File: config.mk
export PLATFORM = sky130hd
export DESIGN_NAME = dmem_responder
export DESIGN_NICKNAME = d
export VERILOG_FILES = /design/src/rtl/mips_mem_pkg.sv /design/src/rtl/word_fifo.sv /design/src/rtl/dmem_responder.sv
export SDC_FILE = /design/constraint.sdc
export NUM_CORES = 2
export LEC_CHECK = 0
export ABC_AREA = 1
export BUFFER_PORTS_ARGS = -buffer_cell sky130_fd_sc_hd__buf_4
export CORE_MARGIN = 2
export CORE_UTILIZATION = 25
export DETAILED_ROUTE_END_ITERATION = 12
export GPL_TIMING_DRIVEN = 0
export MAX_ROUTING_LAYER = met4
export SYNTH_ARGS = -nofsm -noshare
export SYNTH_HDL_FRONTEND = slang
export SYNTH_SLANG_ARGS = --single-unit
File: constraint.sdc
create_clock -name clk -period 6.25 [get_ports clk]
set_input_delay 1.25 -clock clk [delete_from_list [all_inputs] [get_ports clk]]
set_output_delay 1.25 -clock clk [all_outputs]
set_load 0.005 [all_outputs]
File: src/rtl/mips_mem_pkg.sv
// rtl/mips_mem_pkg.sv - shared MMIO constants for the MIPS data-memory responder
package mips_mem_pkg;

    typedef enum logic [1:0] {
        MMIO_CYCLE  = 2'd0,
        MMIO_TOHOST = 2'd1,
        MMIO_STATUS = 2'd2,
        MMIO_RSVD   = 2'd3
    } mmio_off_e;

    localparam int STAT_OVERFLOW_BIT = 31;
    localparam int STAT_FULL_BIT     = 30;
    localparam int STAT_EMPTY_BIT    = 29;

    localparam logic [31:0] DEFAULT_MMIO_BASE = 32'hFFFF_FFF0;

endpackage

File: src/rtl/word_fifo.sv
// rtl/word_fifo.sv - synchronous word FIFO with wrap-around pointers and a count register
module word_fifo #(
    parameter int W     = 32,
    parameter int DEPTH = 4
) (
    input  logic                       clk,
    input  logic                       rst_n,
    input  logic                       i_push,
    input  logic                       i_pop,
    input  logic [W-1:0]               i_data,
    output logic [W-1:0]               o_head,
    output logic [$clog2(DEPTH):0]     o_count,
    output logic                       o_full,
    output logic                       o_empty
);

    localparam int AW = $clog2(DEPTH);
    localparam logic [AW:0] FULL_CNT = (AW+1)'(DEPTH);

    logic [W-1:0]  r_mem [DEPTH];
    logic [AW-1:0] r_wr_ptr;
    logic [AW-1:0] r_rd_ptr;
    logic [AW:0]   r_count;
    logic          w_do_push;
    logic          w_do_pop;

    assign o_full    = (r_count == FULL_CNT);
    assign o_empty   = (r_count == '0);
    assign o_count   = r_count;
    assign w_do_pop  = i_pop & ~o_empty;
    // A push into a full FIFO is taken only when the head leaves on the same edge.
    assign w_do_push = i_push & (~o_full | w_do_pop);
    assign o_head    = o_empty ? '0 : r_mem[r_rd_ptr];

    always_ff @(posedge clk) begin
        if (w_do_push) begin
            r_mem[r_wr_ptr] <= i_data;
        end
    end

    always_ff @(posedge clk or negedge rst_n) begin
        if (!rst_n) begin
            r_wr_ptr <= '0;
            r_rd_ptr <= '0;
            r_count  <= '0;
        end else begin
            if (w_do_push) r_wr_ptr <= r_wr_ptr + 1'b1;
            if (w_do_pop)  r_rd_ptr <= r_rd_ptr + 1'b1;
            case ({w_do_push, w_do_pop})
                2'b10:   r_count <= r_count + 1'b1;
                2'b01:   r_count <= r_count - 1'b1;
                default: r_count <= r_count;
            endcase
        end
    end

endmodule

File: src/rtl/dmem_responder.sv
// rtl/dmem_responder.sv - MIPS data-memory responder: word RAM plus cycle/tohost MMIO window
module dmem_responder
    import mips_mem_pkg::*;
#(
    parameter int          DEPTH      = 64,
    parameter int          FIFO_DEPTH = 4,
    parameter logic [31:0] MMIO_BASE  = DEFAULT_MMIO_BASE
) (
    input  logic        clk,
    input  logic        reset,
    input  logic        memwrite,
    input  logic [31:0] addr,
    input  logic [31:0] writedata,
    output logic [31:0] readdata,
    output logic [31:0] out_data,
    output logic        out_valid,
    input  logic        out_ready,
    output logic        overflow
);

    localparam int RAM_AW = $clog2(DEPTH);
    localparam int CNT_W  = $clog2(FIFO_DEPTH) + 1;

    logic [31:0]       r_ram [DEPTH];
    logic [31:0]       r_cycle;
    logic              r_overflow;

    logic              w_mmio_sel;
    mmio_off_e         w_off;
    logic [RAM_AW-1:0] w_ram_idx;
    logic              w_push_req;
    logic              w_pop;
    logic              w_status_wr;
    logic              w_full;
    logic              w_empty;
    logic [CNT_W-1:0]  w_count;
    logic [31:0]       w_status;
    logic              w_unused;

    assign w_mmio_sel  = (addr[31:4] == MMIO_BASE[31:4]);
    assign w_off       = mmio_off_e'(addr[3:2]);
    assign w_ram_idx   = addr[RAM_AW+1:2];
    assign w_push_req  = memwrite & w_mmio_sel & (w_off == MMIO_TOHOST);
    assign w_status_wr = memwrite & w_mmio_sel & (w_off == MMIO_STATUS);
    assign w_pop       = out_valid & out_ready;
    assign out_valid   = ~w_empty;
    assign overflow    = r_overflow;
    assign w_unused    = &{1'b0, addr[1:0]};

    word_fifo #(
        .W     (32),
        .DEPTH (FIFO_DEPTH)
    ) u_tohost_fifo (
        .clk     (clk),
        .rst_n   (reset),
        .i_push  (w_push_req),
        .i_pop   (w_pop),
        .i_data  (writedata),
        .o_head  (out_data),
        .o_count (w_count),
        .o_full  (w_full),
        .o_empty (w_empty)
    );

    always_comb begin
        w_status                    = '0;
        w_status[STAT_OVERFLOW_BIT] = r_overflow;
        w_status[STAT_FULL_BIT]     = w_full;
        w_status[STAT_EMPTY_BIT]    = w_empty;
        w_status[CNT_W-1:0]         = w_count;
    end

    always_comb begin
        readdata = '0;
        if (w_mmio_sel) begin
            unique case (w_off)
                MMIO_CYCLE:  readdata = r_cycle;
                MMIO_STATUS: readdata = w_status;
                default:     readdata = '0;
            endcase
        end else begin
            readdata = r_ram[w_ram_idx];
        end
    end

    // RAM is deliberately outside the reset domain so it survives a mid-run reset.
    always_ff @(posedge clk) begin
        if (memwrite && !w_mmio_sel) begin
            r_ram[w_ram_idx] <= writedata;
        end
    end

    always_ff @(posedge clk or negedge reset) begin
        if (!reset) begin
            r_cycle    <= '0;
            r_overflow <= 1'b0;
        end else begin
            r_cycle <= r_cycle + 32'd1;
            if (w_status_wr) begin
                r_overflow <= 1'b0;
            end else if (w_push_req && w_full && !w_pop) begin
                r_overflow <= 1'b1;
            end
        end
    end

endmodule
==> impl_metrics.json <==
{
  "clk_pin_slew_ps": 70,
  "die_w_um": 605,
  "seq_area_frac_synth_pct": 73.6,
  "path_max_fanout": 10,
  "critPathSlowestCell": "clkbuf_1",
  "stdcell_area_sq_mm": 0.106,
  "grt_use_met3_pct": 4.58,
  "syn_inst": 7955,
  "p_leak_nw": 39.3,
  "ant_nets": 0,
  "grt_pass1_vias": 57500,
  "placedCellCount": 12900,
  "drive_gt1_share_pct": 9.94,
  "dr.pass1.iters": 8,
  "grt_busiest_layer": "met2",
  "grt_use_met2_pct": 27.7,
  "design.die.area_sq_mm": 0.365,
  "cts.repair.resized": 0,
  "grtUsageTotal_pct": 18.8,
  "final_max_slew_viol_count": 0,
  "utilization_pct": 29.6,
  "slew_headroom_pct": 4.83,
  "max_freq_mhz": 157,
  "ir_worst_vdd_v": 0.000358,
  "io-pin-count": 134,
  "place_congestion": 0.980,
  "maxCapViolCount": 0,
  "cts_num_sinks": 2216,
  "yosys-top-cells-area": "edfxtp_1 72%, nand2_1 13%, nand3_1 3.7%, nor2_1 2.4%, inv_1 1.7%",
  "clockRootBuffer": "clkbuf_16",
  "place_area_sq_mm": 0.0995,
  "grt_max_degree": 69,
  "critPathTopFamily": "buffers and inverters",
  "die_y_um": 605,
  "synth_seq_cells": 2216,
  "post_cts_buffers": 0,
  "vias": 64600,
  "drc_errors": 0,
  "h-tree-depth": 4,
  "setup_viol": 10,
  "fp-row-count": 220,
  "worst_slack_ps": -115,
  "cts_buffer_depth": 3,
  "cts_hold_buf": 0,
  "min_path_type": "input port to asynchronous set/reset pin",
  "end_kind": "output pin",
  "fill_cells": 36500,
  "yosysTopAreaCell": "edfxtp_1",
  "fin_setup_tns_ps": -813,
  "worst-path-buf-inv": 4,
  "wl_um": 346000,
  "cts_made_buffers": 214,
  "skew_ps": 14.2,
  "initial_core_util_pct": 25.1,
  "setup.worst_path.start_class": "input port",
  "period_share_pct": 102,
  "syn_area_per_cell_sq_um": 11.3,
  "status": "finished with violations",
  "finalHoldViolCount": 0,
  "numPortBuffers": 128,
  "ys_types": 29,
  "powerDensity_mw_per_mm2": 308,
  "required_ps": 5000,
  "grt_pass1_wl_um": 465000,
  "reg2regPathDepth": 9,
  "worst_pin_slew_ps": 1430,
  "synth_area_sq_mm": 0.0902,
  "path_depth": 11,
  "timing.hold.ws_ps": 353,
  "grt_use_met1_pct": 23.9,
  "yosysWarnings": 0,
  "avgViaCountPerCell": 4.84,
  "clk_latency_ps": 890,
  "nets": 8457,
  "synth_top_area_share_pct": 72.5,
  "crit_type": "input port to output pin",
  "path_common_cell": "nand2_1",
  "antenna_found_initial": 23,
  "wire_per_inst_um": 25.9,
  "finalCriticalPeriod_ps": 6370,
  "synthToLayoutAreaGrowth_pct": 17.9,
  "cp.arrival_ps": 5120,
  "syn-num-nets": 8029,
  "drtIter0Drc": 11300,
  "cts_tree": "yes",
  "slowest_delay_ps": 940,
  "core-area_sq_mm": 0.359,
  "finalNonFillerCells": 13400,
  "gr-total-overflow": 0,
  "dp_hpwl_um": 230000,
  "path_cells": "buf_2, clkbuf_1, buf_2, nand4_1, nand3_1, nand2_1, nor2_1, nand2_1, nand2_1, nand2_1, buf_4",
  "grt_setup_unrepaired": "no",
  "violations": "negative setup slack"
}
==> layer usage <==
metal | up-vias | share of wire [%]
li1 | 27700 | -
met1 | 31200 | 37
met2 | 4853 | 43
met3 | 843 | 13
met4 | 0 | 6.3
met5 | - | 0
==> worst paths after layout <==
path	from	to	slack, ps
max	addr[4]	readdata[20]	-120
min	reset	r_cycle[25]$_DFF_PN0_	350
max reg2reg	u_tohost_fifo.o_count[0]$_DFFE_PN0P_	u_tohost_fifo.o_count[2]$_DFFE_PN0P_	3660
min reg2reg	r_cycle[31]$_DFF_PN0_	r_cycle[31]$_DFF_PN0_	490
max in group asynchronous	reset	u_tohost_fifo.r_rd_ptr[1]$_DFFE_PN0P_	5510
min in group clk	r_cycle[31]$_DFF_PN0_	r_cycle[31]$_DFF_PN0_	490
==> sequential cells by signal, indices dropped and copies added (netlist names) <==
| name | flops |
|---|---|
| r_ram | 2048 |
| u_tohost_fifo.r_mem | 128 |
| r_cycle | 32 |
| u_tohost_fifo.o_count | 3 |
| u_tohost_fifo.r_rd_ptr | 2 |
| u_tohost_fifo.r_wr_ptr | 2 |
| overflow | 1 |
==> placed cells by master (no fill, tap or decap), drive strengths merged, types with 114 or more instances in the layout <==
| master | Yosys | final |
|---|---|---|
| nand2 | 3169 | 3169 |
| o21ai | 197 | 197 |
| clkinv | 2 | 114 |
| inv | 420 | 427 |
| nor2 | 582 | 582 |
| edfxtp | 2176 | 2176 |
| buf | 316 | 528 |
| nand3 | 672 | 672 |
| clkbuf | 85 | 339 |
| nand4 | 144 | 144 |
==> kinds of logic after synthesis <==
logic type / after synthesis / synth area share [%]
AOI/OAI and AO/OA: 293 / 1.64
buffers and inverters: 823 / 3.85
DFF: 2216 / 73.6
xor gates and xnor gates: 33 / 0.321
adders and majority gates: 6 / 0.0916
and+or+nand+nor: 4584 / 20.5
==> per-stage QoR <==
stage / total power, W / setup slack (ps)
6_report: 0.0327 / -115
5_1_grt: 0.0334 / 12.0
4_1_cts: 0.0327 / 176
3_5_place_dp: 0.0201 / 198
3_3_place_gp: 0.0200 / -1540
2_1_floorplan: 0.0182 / 2150
==> final cells by class <==
type / instances / area [sq um] / area share, %
flip-flops and latches: 2216 / 66300 / 62.4
multi-input cells: 4916 / 20900 / 19.6
well taps: 4773 / 5970 / 5.62
clock buffers: 254 / 5590 / 5.26
repair buffers: 212 / 2820 / 2.65
plain buffers: 401 / 1880 / 1.77
inverters: 422 / 1590 / 1.49
clock inverters: 140 / 1230 / 1.16
diodes: 20 / 50.0 / 0.0471
==> report_power, final <==
group	switching [W]	internal, W	total [W]
Clock	0.00575	0.00711	0.0129
Sequential	0.0000412	0.0164	0.0165
Combinational	0.00251	0.000850	0.00336
Total	0.00830	0.0244	0.0327
==> Yosys cell counts (all sizes together) <==
| master | number |
|---|---|
| buf | 316 |
| nor4 | 2 |
| dfrtp | 40 |
| nand3 | 672 |
| fa | 1 |
| clkbuf | 85 |
| nand2 | 3169 |
| edfxtp | 2176 |
| a21oi | 90 |
| nand4 | 144 |
| o221ai | 1 |
| inv | 420 |
| nor3 | 15 |
| clkinv | 2 |
| xor2 | 23 |
| xnor2 | 10 |
| o21ai | 197 |
| a22oi | 5 |
| ha | 5 |
| nor2 | 582 |
(Power assumes the default switching activity.)
